**src/rtl/vga_mem_arbiter.sv**
```systemverilog
// rtl/vga_mem_arbiter.sv - single-port memory arbiter: display fetch > buffered bus writes > bus read
module vga_mem_arbiter #(
    parameter int C_AXI_ADDR_WIDTH = 15,
    parameter int C_AXI_DATA_WIDTH = 32,
    parameter int FIFO_DEPTH       = 4
) (
    input  logic                            clk_i,
    input  logic                            rstn_i,
    input  logic                            disp_req_i,
    input  logic [C_AXI_ADDR_WIDTH-1:0]     disp_addr_i,
    output logic [C_AXI_DATA_WIDTH-1:0]     disp_rdata_o,
    output logic                            disp_rvalid_o,
    input  logic                            axil_wready_i,
    input  logic [C_AXI_ADDR_WIDTH-1:0]     axil_waddr_i,
    input  logic [C_AXI_DATA_WIDTH-1:0]     axil_wdata_i,
    input  logic [C_AXI_DATA_WIDTH/8-1:0]   axil_wstrb_i,
    input  logic                            axil_rreq_i,
    input  logic [C_AXI_ADDR_WIDTH-1:0]     axil_raddr_i,
    output logic [C_AXI_DATA_WIDTH-1:0]     axil_rdata_o,
    output logic                            axil_rvalid_o,
    output logic                            wr_full_o,
    output logic                            wr_ovf_o,
    output logic                            mem_en_o,
    output logic                            mem_we_o,
    output logic [C_AXI_ADDR_WIDTH-1:0]     mem_addr_o,
    output logic [C_AXI_DATA_WIDTH-1:0]     mem_wdata_o,
    output logic [C_AXI_DATA_WIDTH/8-1:0]   mem_wstrb_o,
    input  logic [C_AXI_DATA_WIDTH-1:0]     mem_rdata_i
);

    localparam int STRB_W = C_AXI_DATA_WIDTH / 8;
    localparam int PTR_W  = (FIFO_DEPTH > 1) ? $clog2(FIFO_DEPTH) : 1;
    localparam int CNT_W  = PTR_W + 1;

    typedef enum logic [1:0] {G_NONE, G_DISP, G_WR, G_RD} grant_t;
    typedef enum logic [1:0] {R_IDLE, R_PEND, R_DATA} rd_state_t;

    logic [C_AXI_ADDR_WIDTH-1:0] r_fifo_addr [FIFO_DEPTH];
    logic [C_AXI_DATA_WIDTH-1:0] r_fifo_data [FIFO_DEPTH];
    logic [STRB_W-1:0]           r_fifo_strb [FIFO_DEPTH];
    logic [PTR_W-1:0]            r_wptr;
    logic [PTR_W-1:0]            r_rptr;
    logic [CNT_W-1:0]            r_count;
    logic                        r_full;
    logic                        r_ovf;
    logic                        r_disp_rvalid;
    logic [C_AXI_ADDR_WIDTH-1:0] r_raddr;
    logic [C_AXI_DATA_WIDTH-1:0] r_rdata;
    rd_state_t                   r_rd_state;

    rd_state_t                   w_rd_next;
    grant_t                      w_grant;
    logic                        w_enq;
    logic                        w_deq;
    logic [CNT_W-1:0]            w_count_next;

    // A write is accepted only against the registered full flag, so a same-cycle dequeue never makes room for it.
    assign w_enq        = axil_wready_i && !r_full;
    assign w_deq        = (w_grant == G_WR);
    assign w_count_next = r_count + CNT_W'(w_enq) - CNT_W'(w_deq);

    // Fixed-priority grant; held off during reset so the memory port stays quiet.
    always_comb begin
        w_grant = G_NONE;
        if (!rstn_i) begin
            w_grant = G_NONE;
        end else if (disp_req_i) begin
            w_grant = G_DISP;
        end else if (r_count != '0) begin
            w_grant = G_WR;
        end else if (r_rd_state == R_PEND) begin
            w_grant = G_RD;
        end
    end

    // Memory port is driven straight from the grant.
    always_comb begin
        mem_en_o    = 1'b0;
        mem_we_o    = 1'b0;
        mem_addr_o  = '0;
        mem_wdata_o = '0;
        mem_wstrb_o = '0;
        case (w_grant)
            G_DISP: begin
                mem_en_o   = 1'b1;
                mem_addr_o = disp_addr_i;
            end
            G_WR: begin
                mem_en_o    = 1'b1;
                mem_we_o    = 1'b1;
                mem_addr_o  = r_fifo_addr[r_rptr];
                mem_wdata_o = r_fifo_data[r_rptr];
                mem_wstrb_o = r_fifo_strb[r_rptr];
            end
            G_RD: begin
                mem_en_o   = 1'b1;
                mem_addr_o = r_raddr;
            end
            default: begin
                mem_en_o = 1'b0;
            end
        endcase
    end

    // Write buffer payload storage; contents are don't-care until the pointers say otherwise.
    always_ff @(posedge clk_i) begin
        if (w_enq) begin
            r_fifo_addr[r_wptr] <= axil_waddr_i;
            r_fifo_data[r_wptr] <= axil_wdata_i;
            r_fifo_strb[r_wptr] <= axil_wstrb_i;
        end
    end

    // Write buffer pointers, occupancy, full flag and sticky overflow.
    always_ff @(posedge clk_i) begin
        if (!rstn_i) begin
            r_wptr  <= '0;
            r_rptr  <= '0;
            r_count <= '0;
            r_full  <= 1'b0;
            r_ovf   <= 1'b0;
        end else begin
            if (w_enq) begin
                r_wptr <= r_wptr + 1'b1;
            end
            if (w_deq) begin
                r_rptr <= r_rptr + 1'b1;
            end
            r_count <= w_count_next;
            r_full  <= (w_count_next == CNT_W'(FIFO_DEPTH));
            if (axil_wready_i && r_full) begin
                r_ovf <= 1'b1;
            end
        end
    end

    // Display read data is valid the cycle after its grant.
    always_ff @(posedge clk_i) begin
        if (!rstn_i) begin
            r_disp_rvalid <= 1'b0;
        end else begin
            r_disp_rvalid <= (w_grant == G_DISP);
        end
    end

    // Read FSM state register.
    always_ff @(posedge clk_i) begin
        if (!rstn_i) begin
            r_rd_state <= R_IDLE;
        end else begin
            r_rd_state <= w_rd_next;
        end
    end

    // Read FSM next state; requests outside R_IDLE are ignored.
    always_comb begin
        w_rd_next = r_rd_state;
        case (r_rd_state)
            R_IDLE:  if (axil_rreq_i) w_rd_next = R_PEND;
            R_PEND:  if (w_grant == G_RD) w_rd_next = R_DATA;
            R_DATA:  w_rd_next = R_IDLE;
            default: w_rd_next = R_IDLE;
        endcase
    end

    // Latch the read address on acceptance and keep the last completed read data.
    always_ff @(posedge clk_i) begin
        if (!rstn_i) begin
            r_raddr <= '0;
            r_rdata <= '0;
        end else begin
            if (r_rd_state == R_IDLE && axil_rreq_i) begin
                r_raddr <= axil_raddr_i;
            end
            if (r_rd_state == R_DATA) begin
                r_rdata <= mem_rdata_i;
            end
        end
    end

    assign disp_rdata_o  = mem_rdata_i;
    assign disp_rvalid_o = r_disp_rvalid;
    assign axil_rvalid_o = rstn_i && (r_rd_state == R_DATA);
    assign axil_rdata_o  = axil_rvalid_o ? mem_rdata_i : r_rdata;
    assign wr_full_o     = r_full;
    assign wr_ovf_o      = r_ovf;

endmodule

```
**config.mk**
```make
export PLATFORM = sky130hd
export DESIGN_NAME = vga_mem_arbiter
export DESIGN_NICKNAME = d
export VERILOG_FILES = /design/src/rtl/vga_mem_arbiter.sv
export SDC_FILE = /design/constraint.sdc
export NUM_CORES = 1
export LEC_CHECK = 0
export CAP_MARGIN = 20
export CORE_MARGIN = 8
export CORE_UTILIZATION = 25
export CTS_CLUSTER_DIAMETER = 60
export DETAILED_ROUTE_END_ITERATION = 6
export GPL_ROUTABILITY_DRIVEN = 0
export PLACE_DENSITY = 0.44
export SYNTH_ARGS = -nofsm -noshare
export SYNTH_HDL_FRONTEND = slang
export SYNTH_SLANG_ARGS = --single-unit
```
**constraint.sdc**
```tcl
create_clock -name clk_i -period 4.9 [get_ports clk_i]
set_input_delay 0.49 -clock clk_i [delete_from_list [all_inputs] [get_ports clk_i]]
set_output_delay 0.49 -clock clk_i [all_outputs]
set_load 0.005 [all_outputs]
```
# Word-level counts from Yosys, hierarchy flattened
# Memory sizes are Yosys's and may differ from the RTL's. A register that Yosys moved wholly into a read port is not among the register bits.
# Cells that the tools add are included.
[totals] mem_count=3 word_cells=54 register_bits=59 rom_bits=0 latch_bits=0 ram_bits=204
[classes] div_mod_pow=0 shift=0 eq_ne=8 n_mux=21 bitwise_logic=0 n_reduce_logical=9 multipliers=0 add_sub_neg=4 magnitude_cmp=0
[mem_list] memory="r_fifo_data" depth=4 width=32 read_ports=1 rd_ports_with_merged_regs=1 write_ports=1 line="39" source="logic [C_AXI_DATA_WIDTH-1:0] r_fifo_data [FIFO_DEPTH];"
[mem_list] memory="r_fifo_addr" depth=4 width=15 read_ports=1 rd_ports_with_merged_regs=1 write_ports=1 line="38" source="logic [C_AXI_ADDR_WIDTH-1:0] r_fifo_addr [FIFO_DEPTH];"
[mem_list] memory="r_fifo_strb" depth=4 width=4 read_ports=1 rd_ports_with_merged_regs=1 write_ports=1 line="40" source="logic [STRB_W-1:0] r_fifo_strb [FIFO_DEPTH];"
[op_table] op="32-bit 2-to-1 mux" n=2
[op_table] op="15-bit one-hot mux with 3 select lines" n=1
[op_table] op="2-bit 2-to-1 mux" n=12
[op_table] op="2-bit equality test, second input constant" n=3
[op_table] op="2-bit by 1-bit adder with 2-bit output, second input constant" n=2
[op_table] op="2-bit by 1-bit equality test with 1-bit output, second input constant" n=2
[op_table] op="1-bit logical AND" n=4
[op_table] op="1-bit 2-to-1 mux" n=4
[op_table] op="4-bit 2-to-1 mux" n=1
[op_table] op="2-bit one-hot mux with 2 select lines" n=1
[op_table] op="3-bit by 1-bit adder with 3-bit output" n=1
[op_table] op="3-bit equality test, second input constant" n=1
[op_table] op="3-bit nonzero test" n=1
[op_table] op="3-bit OR reduction" n=1
[op_table] op="3-bit by 1-bit subtractor with 3-bit output" n=1
[op_table] op="2-bit logical NOT" n=1
[op_table] op="2-bit by 1-bit inequality test with 1-bit output, second input constant" n=1
[op_table] op="2-bit inequality test, second input constant" n=1
[op_table] op="2-bit AND reduction" n=1
[op_table] op="1-bit logical NOT" n=1

# Longest topological paths before layout
[logic_depth] depth_word=8 depth_mapped=12 ltp_nobuf=10

# Least setup slack after synthesis
# No wires, ideal clock.
[synth_timing] path_kind="register to register" startpoint="register r_count[1]" endpoint="register r_full (netlist: wr_full_o)" required_ns=4.780 slack_ns=2.386 path_stages_with_launch=13 t_arrival_ns=2.394 setup_ns=0.120 path_cell_list="dfxtp_1 -> or3_1 -> buf_6 -> buf_2 -> nand2_1 -> inv_1 -> ha_1 -> inv_1 -> ha_1 -> fa_1 -> xnor2_1 -> xnor2_1 -> nor4_1"
[synth_between] elab_chain_len=7 elab_cells_between_ends=8 cone_classes="2 x add/sub; 2 x eq/ne; 3 x mux; 1 x reduce/logical"
[synth_rtl] element="from (decl)" line="43" source="logic [CNT_W-1:0] r_count;"
[synth_rtl] element="from (signal assigned)" line="129" source="r_count <= w_count_next;"
[synth_rtl] element="3-bit nonzero test" line="69" source="end else if (r_count != '0) begin"
[synth_rtl] element="2-bit 2-to-1 mux" line="69"
[synth_rtl] element="2-bit 2-to-1 mux" line="67" source="end else if (disp_req_i) begin"
[synth_rtl] element="2-bit 2-to-1 mux" line="65" source="if (!rstn_i) begin"
[synth_rtl] element="2-bit equality test" line="59" source="assign w_deq = (w_grant == G_WR);"
[synth_rtl] element="3-bit by 1-bit subtractor with 3-bit output (*)" line="60" source="assign w_count_next = r_count + CNT_W'(w_enq) - CNT_W'(w_deq);"
[synth_rtl] element="3-bit equality test (*)" line="130" source="r_full <= (w_count_next == CNT_W'(FIFO_DEPTH));"
[synth_rtl] element="to (signal assigned)" line="130"
[synth_rtl] element="to (decl)" line="44" source="logic r_full;"
# Every way passes the cells marked *; elsewhere a longest branch is shown, timed or not.
# A chain may end at the register's enable or synchronous reset.

==> impl_metrics.yaml <==
timing:
  rsz0062_at_grt: "no"
  tns_ns: 0
  worstMarginPinSlew_ns: 1.02
  setup_viol: 0
  maxSlewViolCount: 0
  finalHoldViolations: 0
  relSlewSlack: 0.321
  period_needed_ns: 3.65
  finClkSkew_ns: 0.0166
  max_freq_mhz: 274
  period_share: 0.745
global_route:
  antenna_found_initial: 6
  grt_pass1_vias: 6781
  grt_max_degree: 66
  grt_usage: 0.119
  overflow: 0
  grt_pass1_wl_um: 44900
yosys:
  yosysWarnings: 0
  ys_ff_latch: 265
  yosysMostFrequentCell: "edfxtp_1"
  synth_cell_types: 36
  synth_area_leader_cell: "edfxtp_1"
  yosysSeqAreaShare: 0.691
  synth-edff-count: 204
  synthTopCellsByCount: "204 x edfxtp_1, 61 x dfxtp_1, 52 x and3_1"
  yosys-top-cells-area: "edfxtp_1 58%, dfxtp_1 11%, mux4_2 11%"
  syn_nets: 745
  syn_area_sq_um: 10600
  synthFlopType: "edfxtp_1"
  syn_inst: 620
  synthArstFlopShare: 0
  synth.avg_cell_area_sq_um: 17.2
  synth_top_cell_area_share: 0.576
layout:
  drive_gt1_frac: 0.205
  fillers: 4030
  fin_util: 0.348
  syn_to_final_growth_pct: 37.2
  final_nets: 963
drt:
  wl_per_cell_um: 21.3
  drcViolationCount: 0
  vias: 6196
  first_pass_iters: 4
  ant_nets: 0
  routed_wl_um: 29900
  routed_via_density: 4.41
  drt_iter0_drc: 316
clocking:
  cts_buffer_depth: 3
  clockRootBuffer: "clkbuf_16"
  cts_sinks: 265
  cts_resized: 0
  clock_latency_ns: 0.54
  ctsHoldBuffers: 0
  path_clk_slew_ns: 0.05
  htreeDepth: 2
  cts_buffers: 36
  cts_tree: "built"
  postCtsSetupBuffers: 0
pwr:
  p_sw_mw: 1.77
  internal_power_mw: 4.98
  pwr-share-clk: 0.382
  seq_power_share: 0.427
  power-per-cell-area_nw_per_um2: 462
  swShare: 0.262
  ir_drop_v: 0.000210
  pwr-share-comb: 0.191
  power.leakage_nw: 5.06
setup_path:
  reg2reg_to: "wr_full_o"
  required_ns: 4.41
  critPathMaxFanout: 38
  r2r_slack_ns: 2.10
  cp-endpoint: "mem_wdata_o[19]"
  r2r_cells: 10
  crit_type: "reg2out"
  crit-reg2reg-launch: "r_count[1]"
  crit_chain: "buf_4 > mux4_2 > and3_1 > clkdlybuf4s50_1"
  cpPeakStageDelay_ns: 0.87
  crit_slowest_cell: "dfxtp_4"
  endpoint_kind: "output pin"
  worst_setup_path_start_kind: "flip-flop"
  crit_arrival_ns: 3.16
flow_run:
  maxCapViolations: 0
floorplanning:
  die_w_um: 222
  start_util: 0.254
  pin_count: 239
  core_sq_um: 41900
  dieArea_sq_um: 49400
  rows: 75
  fp.dieH_um: 222
placed_design:
  place.port_buffers: 238
  hpwl_um: 20100
min_path:
  hp-class: "reg2reg"
  min_path_cells: 2
run_status:
  status: "finished clean"
[metal layers]
| metal | vias up | global-route usage | part of all wire |
|---|---|---|---|
| li1 | 2869 | - | - |
| met1 | 3054 | 0.146 | 0.43 |
| met2 | 210 | 0.191 | 0.46 |
| met3 | 53 | 0.0477 | 0.087 |
| met4 | 10 | 0.0359 | 0.020 |
| met5 | - | 0 | 0.0021 |
[state kept, by name, summed over array words and instances (netlist names), 2 cells and up, named ones only]
signal       count
r_fifo_data    128
r_fifo_addr     60
r_rdata         32
r_fifo_strb     16
r_raddr         15
r_count          3
r_rd_state       2
r_rptr           2
r_wptr           2
[worst max-delay path, delay by kind of cell (launching register included)]
family / cells / cell delay [ns]
buf+inv: 2 / 0.89
flops: 1 / 0.87
mux: 1 / 0.55
simple gates: 1 / 0.23
[kinds of logic after synthesis]
kind of cell / after synthesis / synth area share
adders and majority gates: 7 / 0.00894
DFF: 265 / 0.691
and+or+nand+nor: 106 / 0.0556
AOI/OAI and AO/OA: 71 / 0.0538
muxes: 84 / 0.143
buffers and inverters: 84 / 0.0455
xor gates and xnor gates: 3 / 0.00247
[how the worst min path moves through the flow]
stage	from	to	slack (ns)
global route	r_raddr[4]	r_raddr[4]	0.47
finish	r_raddr[3]	r_raddr[3]	0.46
floorplan	r_rptr[1]	flip-flop	0.43
detailed placement	r_raddr[1]	r_raddr[1]	0.45
CTS	r_raddr[1]	r_raddr[1]	0.45
global placement	r_raddr[14]	r_raddr[14]	0.45
[cells in the final DEF, fill, tap and decap left out, types with 2 or more instances in the layout]
cell             instances
nor2_1                   4
clkdlybuf4s50_1        238
nor4_1                   2
mux4_2                  51
inv_6                    3
dfxtp_1                 59
a221o_1                  5
a21oi_1                 19
clkinv_1                 6
mux2_2                  32
ha_1                     6
a22o_1                  32
buf_4                   14
bufinv_16                4
clkbuf_1                 5
inv_1                    9
clkbuf_16               36
edfxtp_1               204
a221o_2                 10
and2_1                   4
and3_1                  51
xnor2_1                  3
nand2_1                 31
clkinv_2                 5
clkinv_4                 3
and2_2                   4
[power by group through the flow]
stage | clock network (mW) | logic, mW | registers, mW
after global placement | 0 | 1.34 | 2.94
after CTS | 2.67 | 1.34 | 2.89
after global routing | 2.75 | 1.41 | 2.92
final | 2.58 | 1.29 | 2.88
after floorplan | 0 | 0.754 | 2.86
after detailed placement | 0 | 1.33 | 2.94
[metrics by stage]
step	std cells	hold slack [ns]	cell area [sq um]	setup slack [ns]	power, mW
6_report	1405	0.456	14600	1.25	6.74
4_1_cts	1404	0.454	14600	1.11	6.90
3_5_place_dp	1339	0.447	13400	1.55	4.27
5_1_grt	1404	0.473	14600	1.00	7.08
2_1_floorplan	620	0.427	10600	2.39	3.61
3_3_place_gp	1338	0.445	13400	1.58	4.27
[final cells by class]
cell class | instances | area [sq um] | area share
Clock inverter | 24 | 264 | 0.0181
Antenna cell | 1 | 2.50 | 0.000171
Tap cell | 539 | 674 | 0.0462
Clock buffer | 41 | 920 | 0.0630
Sequential cell | 265 | 7350 | 0.504
Timing Repair Buffer | 254 | 2520 | 0.173
Inverter | 10 | 37.5 | 0.00257
Multi-Input combinational cell | 271 | 2830 | 0.194
(Power assumes the default switching activity.)
==> edit 1 (same settings) <==
Register the output `wr_ovf_o` once more, with the module's reset; this adds one clock of latency there. The other outputs are not delayed to match.
--- a/src/rtl/vga_mem_arbiter.sv
+++ b/src/rtl/vga_mem_arbiter.sv
@@ -183,7 +183,13 @@
     assign axil_rvalid_o = rstn_i && (r_rd_state == R_DATA);
     assign axil_rdata_o  = axil_rvalid_o ? mem_rdata_i : r_rdata;
     assign wr_full_o     = r_full;
-    assign wr_ovf_o      = r_ovf;
+    always_ff @(posedge clk_i) begin
+        if (!rstn_i) begin
+            wr_ovf_o <= '0;
+        end else begin
+            wr_ovf_o <= r_ovf;
+        end
+    end
 
 endmodule
 
Formal check against the unedited RTL: no difference found for any inputs over 4 cycles, from zero or initial values and one cycle with rstn_i low; that may be too few to reach the edited logic, so the function may still have changed.
==> edit 1 against the unedited design <==
  * Total power fell by 1.1%
  * Largest power group unchanged
  * Clock skew up 7.0 ps
  * Critical endpoint is now mem_addr_o[0]
  * Die area up 0.23%
  * Fmax is 2.1% higher
  * Routed wire length down 2.0%
  * Final area fell by 0.21%
  * Area after synthesis is 0.25% higher
  * Register-to-register slack got worse by 20 ps
  * Worst setup slack better by 74 ps
  * First-iteration DRC count decreased by 3.5%
  * Sequential cell count is 1 higher
  * Via count up 0.40%
==> edit 1: results (changes against the unedited design) <==
status=completed (unchanged); number of fill cells=4059 (was 4030); Largest stage delay, worst path=940 ps (was 870 ps); switching power total=1.75 mW (was 1.77 mW); Worst setup endpoint=mem_addr_o[0] (was mem_wdata_o[19]); R2R Setup Slk=2080 ps (was 2100 ps); VDD IR-drop max=0.214 mV (was 0.210 mV); post-synth net total=747 (was 745); Starting DRT DRC Count=305 (was 316); postcts setup bufs=0 (unchanged); Bufs on Longest Clock Path=3 (unchanged); hold slack=453 ps (was 456 ps); skew final=23.6 ps (was 16.6 ps); WL met2=13.6 mm (was 13.7 mm); fmax=280 MHz (was 274 MHz); worst r2r path cells=10 (unchanged); critical path type=reg2out (unchanged); delay-heaviest family, CP=flip-flops (was buffers and inverters); WL per Instance=20.8 µm (was 21.3 µm); Clock Power=2.50 mW (was 2.58 mW); synth cell count leaders=edfxtp_1, dfxtp_1, and3_1, mux4_2 (unchanged); Combinational Power=1.28 mW; GRT Overall Usage=0.115 (was 0.119); antenna violations before repair=4 (was 6); H-tree depth=2 (unchanged); DRT met1 WL=12.9 mm (was 13.0 mm); crit path DAT=3090 ps (was 3160 ps); Place WS=1560 ps (was 1550 ps); Cells after Synth=622 (was 620); vias in the first global route=6705 (was 6781); top area cells in the synthesized netlist=edfxtp_1, dfxtp_1, mux4_2 (unchanged); Final #Nets=965 (was 963); # setup viols final=0 (unchanged); GRT met1 Usage=0.144 (was 0.146); Finished Layout Cells=1408 (was 1405); worst hold path class=reg2reg (unchanged); hold endpoint=r_ovf$_SDFFE_PN0P_ (was r_raddr[3]$_SDFFE_PN0P_); layout cells sized above 1=0.199 (was 0.205); Top Registers=r_fifo_data (128), r_fifo_addr (60), r_rdata (32) (unchanged); met2 Use GR=0.187 (was 0.191); IO Port Bufs=238 (unchanged); Crit Path Max Fanout=41 (was 38); number of synthesized flops with an enable pin=204 (unchanged); area post-placement=13400 µm² (about the same); Vias=6221 (was 6196); leakage=5.04 nW (was 5.06 nW); met3 Use GR=0.0436 (was 0.0477); slew margin rel.=0.297 (was 0.321); hold wc startpoint=r_ovf$_SDFFE_PN0P_ (was r_raddr[3]$_SDFFE_PN0P_); Detailed Place HPWL=19.3 mm (was 20.1 mm); CTS Buf Count=37 (was 36); first-pass GRT wire length=43.6 mm (was 44.9 mm); WL met3=2.28 mm (was 2.59 mm); sequential fraction of the synthesis area=0.691 (about the same)
==> edit 1: logic make-up (layout without fill, tap and decap cells) <==
| group | Yosys count | after routing | share of synthesized area |
|---|---|---|---|
| adder cells (fa/ha/maj) | 7 | 7 | 0.00892 |
| other | 0 | 1 | 0 |
| XOR/XNOR | 3 | 3 | 0.00246 |
| flip-flops | 266 | 266 | 0.691 |
| buffers and inverters | 84 | 330 | 0.0454 |
| AND/OR/NAND/NOR | 107 | 107 | 0.0561 |
| multiplexers | 84 | 84 | 0.142 |
| AO/OA/AOI/OAI | 71 | 71 | 0.0536 |
==> edit 1: cell type report <==
| cell class | count | area (µm²) | share of cell area |
|---|---|---|---|
| timing repair buffer | 253 | 2500 | 0.172 |
| multi-input combinational | 272 | 2840 | 0.195 |
| antenna | 1 | 2.50 | 0.000172 |
| clock inverter | 14 | 120 | 0.00825 |
| inverter | 10 | 37.5 | 0.00258 |
| clock buffer | 53 | 1030 | 0.0704 |
| sequential | 266 | 7370 | 0.506 |
| tap | 539 | 674 | 0.0463 |
==> edit 2 (same settings) <==
Without the edit above. `C_AXI_DATA_WIDTH`: 32 -> 64.
--- a/src/rtl/vga_mem_arbiter.sv
+++ b/src/rtl/vga_mem_arbiter.sv
@@ -1,7 +1,7 @@
 // rtl/vga_mem_arbiter.sv - single-port memory arbiter: display fetch > buffered bus writes > bus read
 module vga_mem_arbiter #(
     parameter int C_AXI_ADDR_WIDTH = 15,
-    parameter int C_AXI_DATA_WIDTH = 32,
+    parameter int C_AXI_DATA_WIDTH = 64,
     parameter int FIFO_DEPTH       = 4
 ) (
     input  logic                            clk_i,
Interface: changed (7 resized); port bits go from 239 to 407. The function was not compared with the original's and may differ.
==> edit 2 against the unedited design <==
  * Area after synthesis increased by 67%
  * Largest cell class unchanged
  * Routed wire length increased by 70%
  * Final area increased by 65%
  * Worst setup slack improved by 22 ps
  * Sequential cell count increased by 176
  * Core utilization decreased by 0.39 points
  * Total power increased by 59%
  * Count of clock-buffer cells in the layout increased by 23
==> edit 2: results (changes against the unedited design) <==
Crit-path slowest cell=dfxtp_4 (unchanged); number of synthesized flops with an enable pin=348 (was 204); Crit Path Max Fanout=31 (was 38); CTS Buf Count=55 (was 36); Final #Nets=1567 (was 963); layout cells sized above 1=0.188 (was 0.205); area post-placement=22400 µm² (was 13400 µm²); slew of the pin with the lowest slew margin=736 ps (was 1020 ps); Top Registers=r_fifo_data (256), r_rdata (64), r_fifo_addr (60) (was r_fifo_data (128), r_fifo_addr (60), r_rdata (32)); status=completed (unchanged); top area cells in the synthesized netlist=edfxtp_1, mux4_2, dfxtp_1 (was edfxtp_1, dfxtp_1, mux4_2); sequential fraction of the synthesis area=0.695 (was 0.691); hold wc startpoint=r_raddr[9]$_SDFFE_PN0P_ (was r_raddr[3]$_SDFFE_PN0P_); hold slack=457 ps (was 456 ps); synth cell count leaders=edfxtp_1, dfxtp_1, mux4_2, and3_1 (was edfxtp_1, dfxtp_1, and3_1, mux4_2); R2R Setup Slk=2410 ps (was 2100 ps); antenna violations before repair=11 (was 6); Detailed Place HPWL=33.5 mm (was 20.1 mm); Place WS=1210 ps (was 1550 ps); Starting DRT DRC Count=457 (was 316); skew final=26.2 ps (was 16.6 ps); Vias=10.3k (was 6196); hold endpoint=r_raddr[9]$_SDFFE_PN0P_ (was r_raddr[3]$_SDFFE_PN0P_); Largest stage delay, worst path=780 ps (was 870 ps); GRT Overall Usage=0.122 (was 0.119); WL per Instance=21.5 µm (was 21.3 µm); first-pass GRT wire length=72.8 mm (was 44.9 mm); Cells after Synth=1026 (was 620); Clock Latency Late Sink=600 ps (was 540 ps); Yosys cell types=36 (unchanged); VDD IR-drop max=0.236 mV (was 0.210 mV); pin count of the biggest net entering global routing=55 (was 66); placed insts=2257 (was 1339); reg2reg start=wr_full_o$_SDFF_PN0_ (was r_count[1]$_SDFF_PN0_); vias in the first global route=10.8k (was 6781); leakage=8.20 nW (was 5.06 nW); crit path DAT=3140 ps (was 3160 ps); post-synth net total=1219 (was 745)
## edit 2: where the power goes
part | leakage, nW | switching (mW) | total, mW | internal (mW)
Combinational | 3.42 | 1.17 | 2.24 | 1.06
Sequential | 3.95 | 0.160 | 4.73 | 4.57
Clock | 0.824 | 1.57 | 3.77 | 2.20
## edit 2: area by class of cell
type	count	area, µm²
fill	6766	46000
sequential	441	12300
multi-input combinational	439	4560
timing repair buffer	428	4330
clock buffer	64	1430
tap	940	1180
clock inverter	34	262
inverter	9	33.8
antenna	9	22.5
## edit 2: kinds of logic after synthesis
group                      after synthesis  share of synthesized area
DFF                                    441                      0.695
and+or+nand+nor                        190                     0.0576
muxes                                  152                      0.152
buffers and inverters                  146                     0.0495
AOI/OAI and AO/OA                       87                     0.0390
adders and majority gates                7                    0.00537
xor gates and xnor gates                 3                    0.00148
## edit 2: worst max-delay path by stage
stage / from / to / slack, ps / depth (start not counted)
floorplan: axil_wready_i / r_fifo_addr[0][0]$_DFFE_PP_ / 1560 / 3
global placement: disp_req_i / mem_wstrb_o[6] / 1220 / 5
detailed placement: disp_req_i / mem_wstrb_o[6] / 1210 / 5
CTS: register / mem_addr_o[8] / 1090 / 5
global route: register / mem_addr_o[8] / 1030 / 5
finish: register / mem_addr_o[8] / 1270 / 5
## edit 2: metal layers
| layer | global-route usage | routed length (µm) | vias to the layer above |
|---|---|---|---|
| met5 | 0 | 41 | - |
| met4 | 0.0354 | 1210 | 6 |
| met3 | 0.0422 | 4600 | 88 |
| met2 | 0.203 | 24200 | 338 |
| met1 | 0.148 | 20800 | 5149 |
| li1 | - | - | 4700 |
## edit 2: worst max-delay path: cells and delay by family, from the launching register on
family	cells	cell delay, ps
buffers and inverters	2	920
flip-flops	1	780
multiplexers	1	590
AND/OR/NAND/NOR	2	240
